[src/rtl/riscv_alu_arbiter.sv]
// riscv_alu_arbiter: shares one riscv_alu between port 0 (execute stage) and
// port 1 (auxiliary master). The granted request drives the ALU combinationally,
// and the ALU result is captured in a single-entry response buffer that is held
// until its owner consumes it.
// Optional feature macro: ALU_ARB_RR_EN (round-robin on conflict). Without it,
// port 0 has fixed priority.

`ifndef XLEN
`define XLEN 32
`endif

module riscv_alu_arbiter (
   input  logic               i_clk,
   input  logic               i_rstn,
   input  logic               i_req0_valid,
   output logic               o_req0_ready,
   input  logic [`XLEN-1:0]   i_req0_a,
   input  logic [`XLEN-1:0]   i_req0_b,
   input  logic [3:0]         i_req0_ctrl,
   input  logic               i_req0_zcond,
   input  logic               i_req1_valid,
   output logic               o_req1_ready,
   input  logic [`XLEN-1:0]   i_req1_a,
   input  logic [`XLEN-1:0]   i_req1_b,
   input  logic [3:0]         i_req1_ctrl,
   input  logic               i_req1_zcond,
   output logic               o_rsp0_valid,
   input  logic               i_rsp0_ready,
   output logic               o_rsp1_valid,
   input  logic               i_rsp1_ready,
   output logic [`XLEN-1:0]   o_rsp_result,
   output logic               o_rsp_zero,
   output logic [`XLEN-1:0]   o_alu_a,
   output logic [`XLEN-1:0]   o_alu_b,
   output logic [3:0]         o_alu_ctrl,
   output logic               o_alu_zcond,
   input  logic [`XLEN-1:0]   i_alu_result,
   input  logic               i_alu_zero
);

   // Idle ALU control code; matches ALU_CTRL_ADD of the riscv_alu encoding.
   localparam logic [3:0] ALU_CTRL_ADD = 4'b0000;

   typedef enum logic [1:0] {
      ST_EMPTY = 2'b00,
      ST_FULL0 = 2'b01,
      ST_FULL1 = 2'b10
   } state_t;

   state_t state_r;
   logic   slot_free_s;
   logic   consumed_s;
   logic   conflict_pick1_s;
   logic   grant0_s;
   logic   grant1_s;

`ifdef ALU_ARB_RR_EN
   logic   last_grant_r;

   // Conflict winner is the port that was not granted last.
   always_comb begin
      conflict_pick1_s = ~last_grant_r;
   end

   // Remember which port was granted on every accept; reset favours port 0 next.
   always_ff @(posedge i_clk or negedge i_rstn) begin
      if (!i_rstn) begin
         last_grant_r <= 1'b1;
      end else if (grant0_s || grant1_s) begin
         last_grant_r <= grant1_s;
      end else begin
         last_grant_r <= last_grant_r;
      end
   end
`else
   // Fixed priority: port 0 always wins a conflict.
   always_comb begin
      conflict_pick1_s = 1'b0;
   end
`endif

   // The buffer slot is free when empty or when its owner consumes it this cycle.
   always_comb begin
      slot_free_s = 1'b0;
      consumed_s  = 1'b0;
      case (state_r)
         ST_EMPTY: begin
            slot_free_s = 1'b1;
            consumed_s  = 1'b0;
         end
         ST_FULL0: begin
            slot_free_s = i_rsp0_ready;
            consumed_s  = i_rsp0_ready;
         end
         ST_FULL1: begin
            slot_free_s = i_rsp1_ready;
            consumed_s  = i_rsp1_ready;
         end
         default: begin
            slot_free_s = 1'b1;
            consumed_s  = 1'b0;
         end
      endcase
   end

   // Grant one valid requester when the slot is free; nothing is granted in reset.
   always_comb begin
      grant0_s = 1'b0;
      grant1_s = 1'b0;
      if (i_rstn && slot_free_s) begin
         if (i_req0_valid && i_req1_valid) begin
            grant1_s = conflict_pick1_s;
            grant0_s = ~conflict_pick1_s;
         end else if (i_req0_valid) begin
            grant0_s = 1'b1;
         end else if (i_req1_valid) begin
            grant1_s = 1'b1;
         end else begin
            grant0_s = 1'b0;
            grant1_s = 1'b0;
         end
      end else begin
         grant0_s = 1'b0;
         grant1_s = 1'b0;
      end
   end

   // Ready mirrors the grant: a request is taken in the same cycle it is granted.
   always_comb begin
      o_req0_ready = grant0_s;
      o_req1_ready = grant1_s;
   end

   // Steer the granted request to the shared ALU, idle values otherwise.
   always_comb begin
      o_alu_a     = '0;
      o_alu_b     = '0;
      o_alu_ctrl  = ALU_CTRL_ADD;
      o_alu_zcond = 1'b0;
      if (grant0_s) begin
         o_alu_a     = i_req0_a;
         o_alu_b     = i_req0_b;
         o_alu_ctrl  = i_req0_ctrl;
         o_alu_zcond = i_req0_zcond;
      end else if (grant1_s) begin
         o_alu_a     = i_req1_a;
         o_alu_b     = i_req1_b;
         o_alu_ctrl  = i_req1_ctrl;
         o_alu_zcond = i_req1_zcond;
      end else begin
         o_alu_a     = '0;
         o_alu_b     = '0;
         o_alu_ctrl  = ALU_CTRL_ADD;
         o_alu_zcond = 1'b0;
      end
   end

   // Response buffer: capture on accept (replacing a consumed entry with no bubble),
   // empty on consume, otherwise hold. Result/zero keep their value when emptied.
   always_ff @(posedge i_clk or negedge i_rstn) begin
      if (!i_rstn) begin
         state_r      <= ST_EMPTY;
         o_rsp0_valid <= 1'b0;
         o_rsp1_valid <= 1'b0;
         o_rsp_result <= '0;
         o_rsp_zero   <= 1'b0;
      end else if (grant0_s || grant1_s) begin
         state_r      <= grant1_s ? ST_FULL1 : ST_FULL0;
         o_rsp0_valid <= grant0_s;
         o_rsp1_valid <= grant1_s;
         o_rsp_result <= i_alu_result;
         o_rsp_zero   <= i_alu_zero;
      end else if (consumed_s) begin
         state_r      <= ST_EMPTY;
         o_rsp0_valid <= 1'b0;
         o_rsp1_valid <= 1'b0;
      end else begin
         state_r      <= state_r;
         o_rsp0_valid <= o_rsp0_valid;
         o_rsp1_valid <= o_rsp1_valid;
      end
   end

endmodule
[config.mk]
export PLATFORM = sky130hd
export DESIGN_NAME = riscv_alu_arbiter
export DESIGN_NICKNAME = d
export VERILOG_FILES = /design/src/rtl/riscv_alu_arbiter.sv
export SDC_FILE = /design/constraint.sdc
export NUM_CORES = 1
export LEC_CHECK = 0
export CELL_PAD_IN_SITES_DETAIL_PLACEMENT = 1
export CELL_PAD_IN_SITES_GLOBAL_PLACEMENT = 1
export CORE_UTILIZATION = 18
export CTS_CLUSTER_SIZE = 16
export DETAILED_ROUTE_END_ITERATION = 6
export PLACE_DENSITY = 0.78
export SYNTH_ARGS = -nofsm -noshare
export SYNTH_HDL_FRONTEND = slang
export SYNTH_SLANG_ARGS = --single-unit
[constraint.sdc]
create_clock -name i_clk -period 2.58 [get_ports i_clk]
set_input_delay 0.516 -clock i_clk [delete_from_list [all_inputs] [get_ports i_clk]]
set_output_delay 0.516 -clock i_clk [all_outputs]
set_load 0.01 [all_outputs]
## After elaboration in Yosys (flattened, before gate mapping)

Index checks and enable logic that the tools add are counted.

- Bits in registers: 37
- Bits of input ports: 177
- Output and inout port bits: 106
- Logic and storage cells: 34

- Equality and inequality tests: 2
- Mux-type cells: 23
- Reduce and logical (&&, ||, !) cells: 4

Operators with widths:

| kind | number |
|---|---|
| 32-bit two-way mux | 4 |
| 1-bit two-way mux | 12 |
| 4-bit two-way mux | 2 |
| 2-bit two-way mux | 3 |
| 1-bit case mux with 2 select lines | 2 |
| 2-bit by 1-bit == test with 1-bit output, second input constant | 1 |
| 2-bit == test, second input constant | 1 |
| 1-bit logical AND | 2 |
| 2-bit nonzero test | 1 |
| 1-bit logical OR | 1 |

## Depth between registers and ports, before layout

- Word-level depth: 6
- Gate-level depth with buffers: 8
- Gate-level depth less buffers: 5

## Worst setup path after synthesis

OpenSTA, ideal clock, no wires.

- Kind: reg-to-output
- Start point: register o_rsp1_valid (netlist name)
- End point: output port o_alu_b[21]
- Arrival: 1.688 ns
- Required time: 2.064 ns
- Path slack: 0.376 ns
- Cell stages (with the launch flop): 9
- Buffers on the path: 3
- Cell sequence: dfrtp_1 -> inv_1 -> ha_1 -> a221oi_4 -> nand2b_1 -> buf_4 -> buf_8 -> buf_8 -> nor2_1

RTL lines:

| element | RTL line | RTL |
|---|---|---|
| end, declared | 34 | `` output logic [`XLEN-1:0] o_alu_b, `` |

==> results.md <==
- Syn avg cell area: between 9 and 10 um2
- Reg clk slew, reported paths: 0.06 ns
- Share of layout cells above drive strength 1: 24.1%
- Port Buffers: 282
- Ports: around 280
- Switching Share: approximately a third
- Antenna Violating Nets Remaining: 0
- Vias in the first global route: 3499
- Status: finished clean
- Max cap viols: 0
- Post-Syn Area: 2500 um2
- DP Worst Slack: -0.308 ns
- Die Span X: 120 um
- Total CTS buffers: 5
- H-tree levels: 2
- R2R Setup Slk: around 0.65 ns
- Pwr dens: 814 nW/um2
- Root buffer cell: clkbuf_16
- Seq/Total Area, Yosys: a little over a third
- Core ar.: 13400 um2
- Overflow after GRT: 0
- Worst skew pair latency: ~0.28 ns
- Combinational power share: 64.3%
- Reg-to-Reg End: o_rsp_result[12]
- Maximum VDD drop: 0.000472 V
- Total number of vias: 3248
- Slew HR: between 70% and 80%
- Power, Total: between 0.004 and 0.005 W
- Fmax: ~400 MHz
- Final Worst Setup Slack: ~0.11 ns
- Finished Core Util: 42.5%
- Row cnt: 42
- Post-Syn Instances: 256
- Crit share post-route: 95.6%
- Fin. Hold Viols: 0
- Arr. time, crit path: 1.95 ns
- Final nets: 725
- Initial drt markers: roughly 160
- Final setup viols: 0
- Post-detailed-route via-to-cell ratio: ~4.5
- Worst Path Required: approximately 2.1 ns
- Type of destination of the critical path: output pin
- ANT cells: 0
- Pin count of the biggest net entering global routing: 75
- DIE AREA: 14400 um2
- Worst Reg-to-Reg Cells: 8
- Tmin final: 2.47 ns
- Internal power: ~0.0030 W
- First-pass GRT wire length: ~20000 um
- NetSw: ~0.0016 W
- Worst-Margin Slew: 0.428 ns
- Final GP Congestion: between 0.8 and 0.9
- R2r startpoint: o_rsp1_valid
- WS Path Type: flip-flop to output pin
- Layout area overhead: 128%
- Min-delay worst type: input port to asynchronous set/reset pin
- Yosys reg bits: 36
- Drt wl/cell: 19.0 um
- HPWL Detailed: around 11000 um
- Fin. max-slew vios: 0
- WHS: 0.0738 ns
- CP Max Fanout: 12
- Post-Route WL: roughly 14000 um
- Worst Setup Start Kind: flip-flop
- DRC Markers: 0
- Hold buffers post-CTS: 0
- Clock sink total: 36
- Antenna violations before repair: 0
- P_leak: around 2.4 nW
- 1st-pass router iterations: 5
- Distinct cells, synth: 25
- Clock buffer depth: 2
- Clock Power Share: between 10% and 20%
- Initial Util: 18.7%
- CTS tree: done
- Ys Warns: 0
- Syn_nets: 435
- Gr usage total: 18.2%
- Die height: 120 um
- Layout Skew: 0.00364 ns
- Register share of total power: ~22%
## cell type report
class | count | area [um2]
fill | 1564 | 7700
timing repair buffer | 310 | 2960
multi-input combinational | 190 | 1460
sequential | 36 | 902
tap | 176 | 220
clock buffer | 6 | 139
clock inverter | 2 | 13.8
inverter | 3 | 11.3
## metrics by stage
step,instances,area (um2),TNS [ns]
after floorplan,256,2500,0
after global placement,700,5530,-17.01
after detailed placement,700,5530,-18.95
after CTS,723,5950,-0.0936
after global routing,723,5700,-0.0000147
final,723,5700,0
## flip-flops by register name, summed over array words and instances, names as in the netlist
name and flops:
o_rsp0_valid 1, o_rsp1_valid 1, o_rsp_zero 1, o_rsp_result 32, state_r 1
## cell usage after synthesis
library cell,n,area [um2]
a21o_1,1,7.51
a21o_2,1,8.76
a21oi_1,1,5.00
a221oi_4,1,26.3
a22o_1,2,17.5
a22oi_1,70,526
a2bb2oi_1,1,8.76
and2_1,2,12.5
buf_2,1,5.00
buf_4,6,45.0
buf_6,3,33.8
buf_8,2,30.0
clkbuf_1,15,56.3
dfrtp_1,36,901
ha_1,2,25.0
inv_1,3,11.3
mux2_2,3,33.8
mux2_4,30,450
nand2_1,1,3.75
nand2b_1,1,6.26
nor2_1,70,263
nor2_4,1,11.3
nor2b_1,1,6.26
o21ai_0,1,5.00
o22ai_1,1,6.26
## cell families (layout without fill, tap and decap cells)
logic type	count (synthesis)	after routing	share of synthesized area (%)
fa+ha+maj	2	2	0.999
compound gates	79	79	24.4
flops	36	36	36.0
buf+inv	30	321	7.24
simple gates	76	76	12.1
mux	33	33	19.3
## metal layers
| metal | track usage [%] | vias to the layer above | wire (um) |
|---|---|---|---|
| li1 | - | 1510 | - |
| met4 | 4.06 | 0 | 199 |
| met2 | 34.1 | 148 | 7320 |
| met1 | 21.1 | 1575 | 5300 |
| met5 | 0 | - | 0 |
| met3 | 3.66 | 15 | 938 |
## cell usage in the layout, fill, tap and decap left out, drive strengths merged
| cell type | count |
|---|---|
| o22ai | 1 |
| mux2 | 33 |
| clkinv | 1 |
| ha | 2 |
| nand2b | 1 |
| dlygate4sd2 | 6 |
| clkbuf | 52 |
| a22o | 2 |
| a21oi | 1 |
| clkdlybuf4s50 | 206 |
| a22oi | 70 |
| dfrtp | 36 |
| inv | 4 |
| clkdlybuf4s15 | 22 |
| nor2 | 71 |
| a21o | 2 |
| nand2 | 1 |
| o21ai | 1 |
| buf | 29 |
| and2 | 2 |
| bufbuf | 1 |
| a2bb2oi | 1 |
| nor2b | 1 |
| a221oi | 1 |
## worst max-delay path: stages (launching register included)
cell	delay, ns
dfrtp_1	0.41
inv_2	0.08
ha_4	0.25
a221oi_4	0.19
nand2b_4	0.24
buf_16	0.15
nor2_1	0.06
dlygate4sd2_1	0.29
## what timing repair did
action                                  4_1_cts  5_1_grt
endpoints found under the setup margin       71       69
resized for setup                           160       49
pin swaps                                     1        1
setup buffers                                11        1
cloned                                        4        0
## power by group through the flow
stage               registers [W]  clock network [W]  logic, W
global route              0.00108           0.000655   0.00318
global placement          0.00103                  0   0.00283
floorplan                 0.00115                  0   0.00128
finish                    0.00104           0.000617   0.00298
detailed placement        0.00103                  0   0.00290
CTS                       0.00104           0.000639   0.00311
## worst max path at each step
stage                  from       endpoint  cells after the start
4_1_cts          state_r[0]  o_alu_ctrl[0]                      7
5_1_grt        o_rsp1_valid    o_alu_a[25]                      7
2_1_floorplan  o_rsp1_valid    o_alu_b[21]                      8
6_report       o_rsp1_valid  o_alu_ctrl[0]                      7
3_3_place_gp   i_rsp0_ready    o_alu_zcond                      6
3_5_place_dp   i_req1_valid    o_alu_a[30]                      6
No activity file was read; power rests on OpenSTA's default activity.
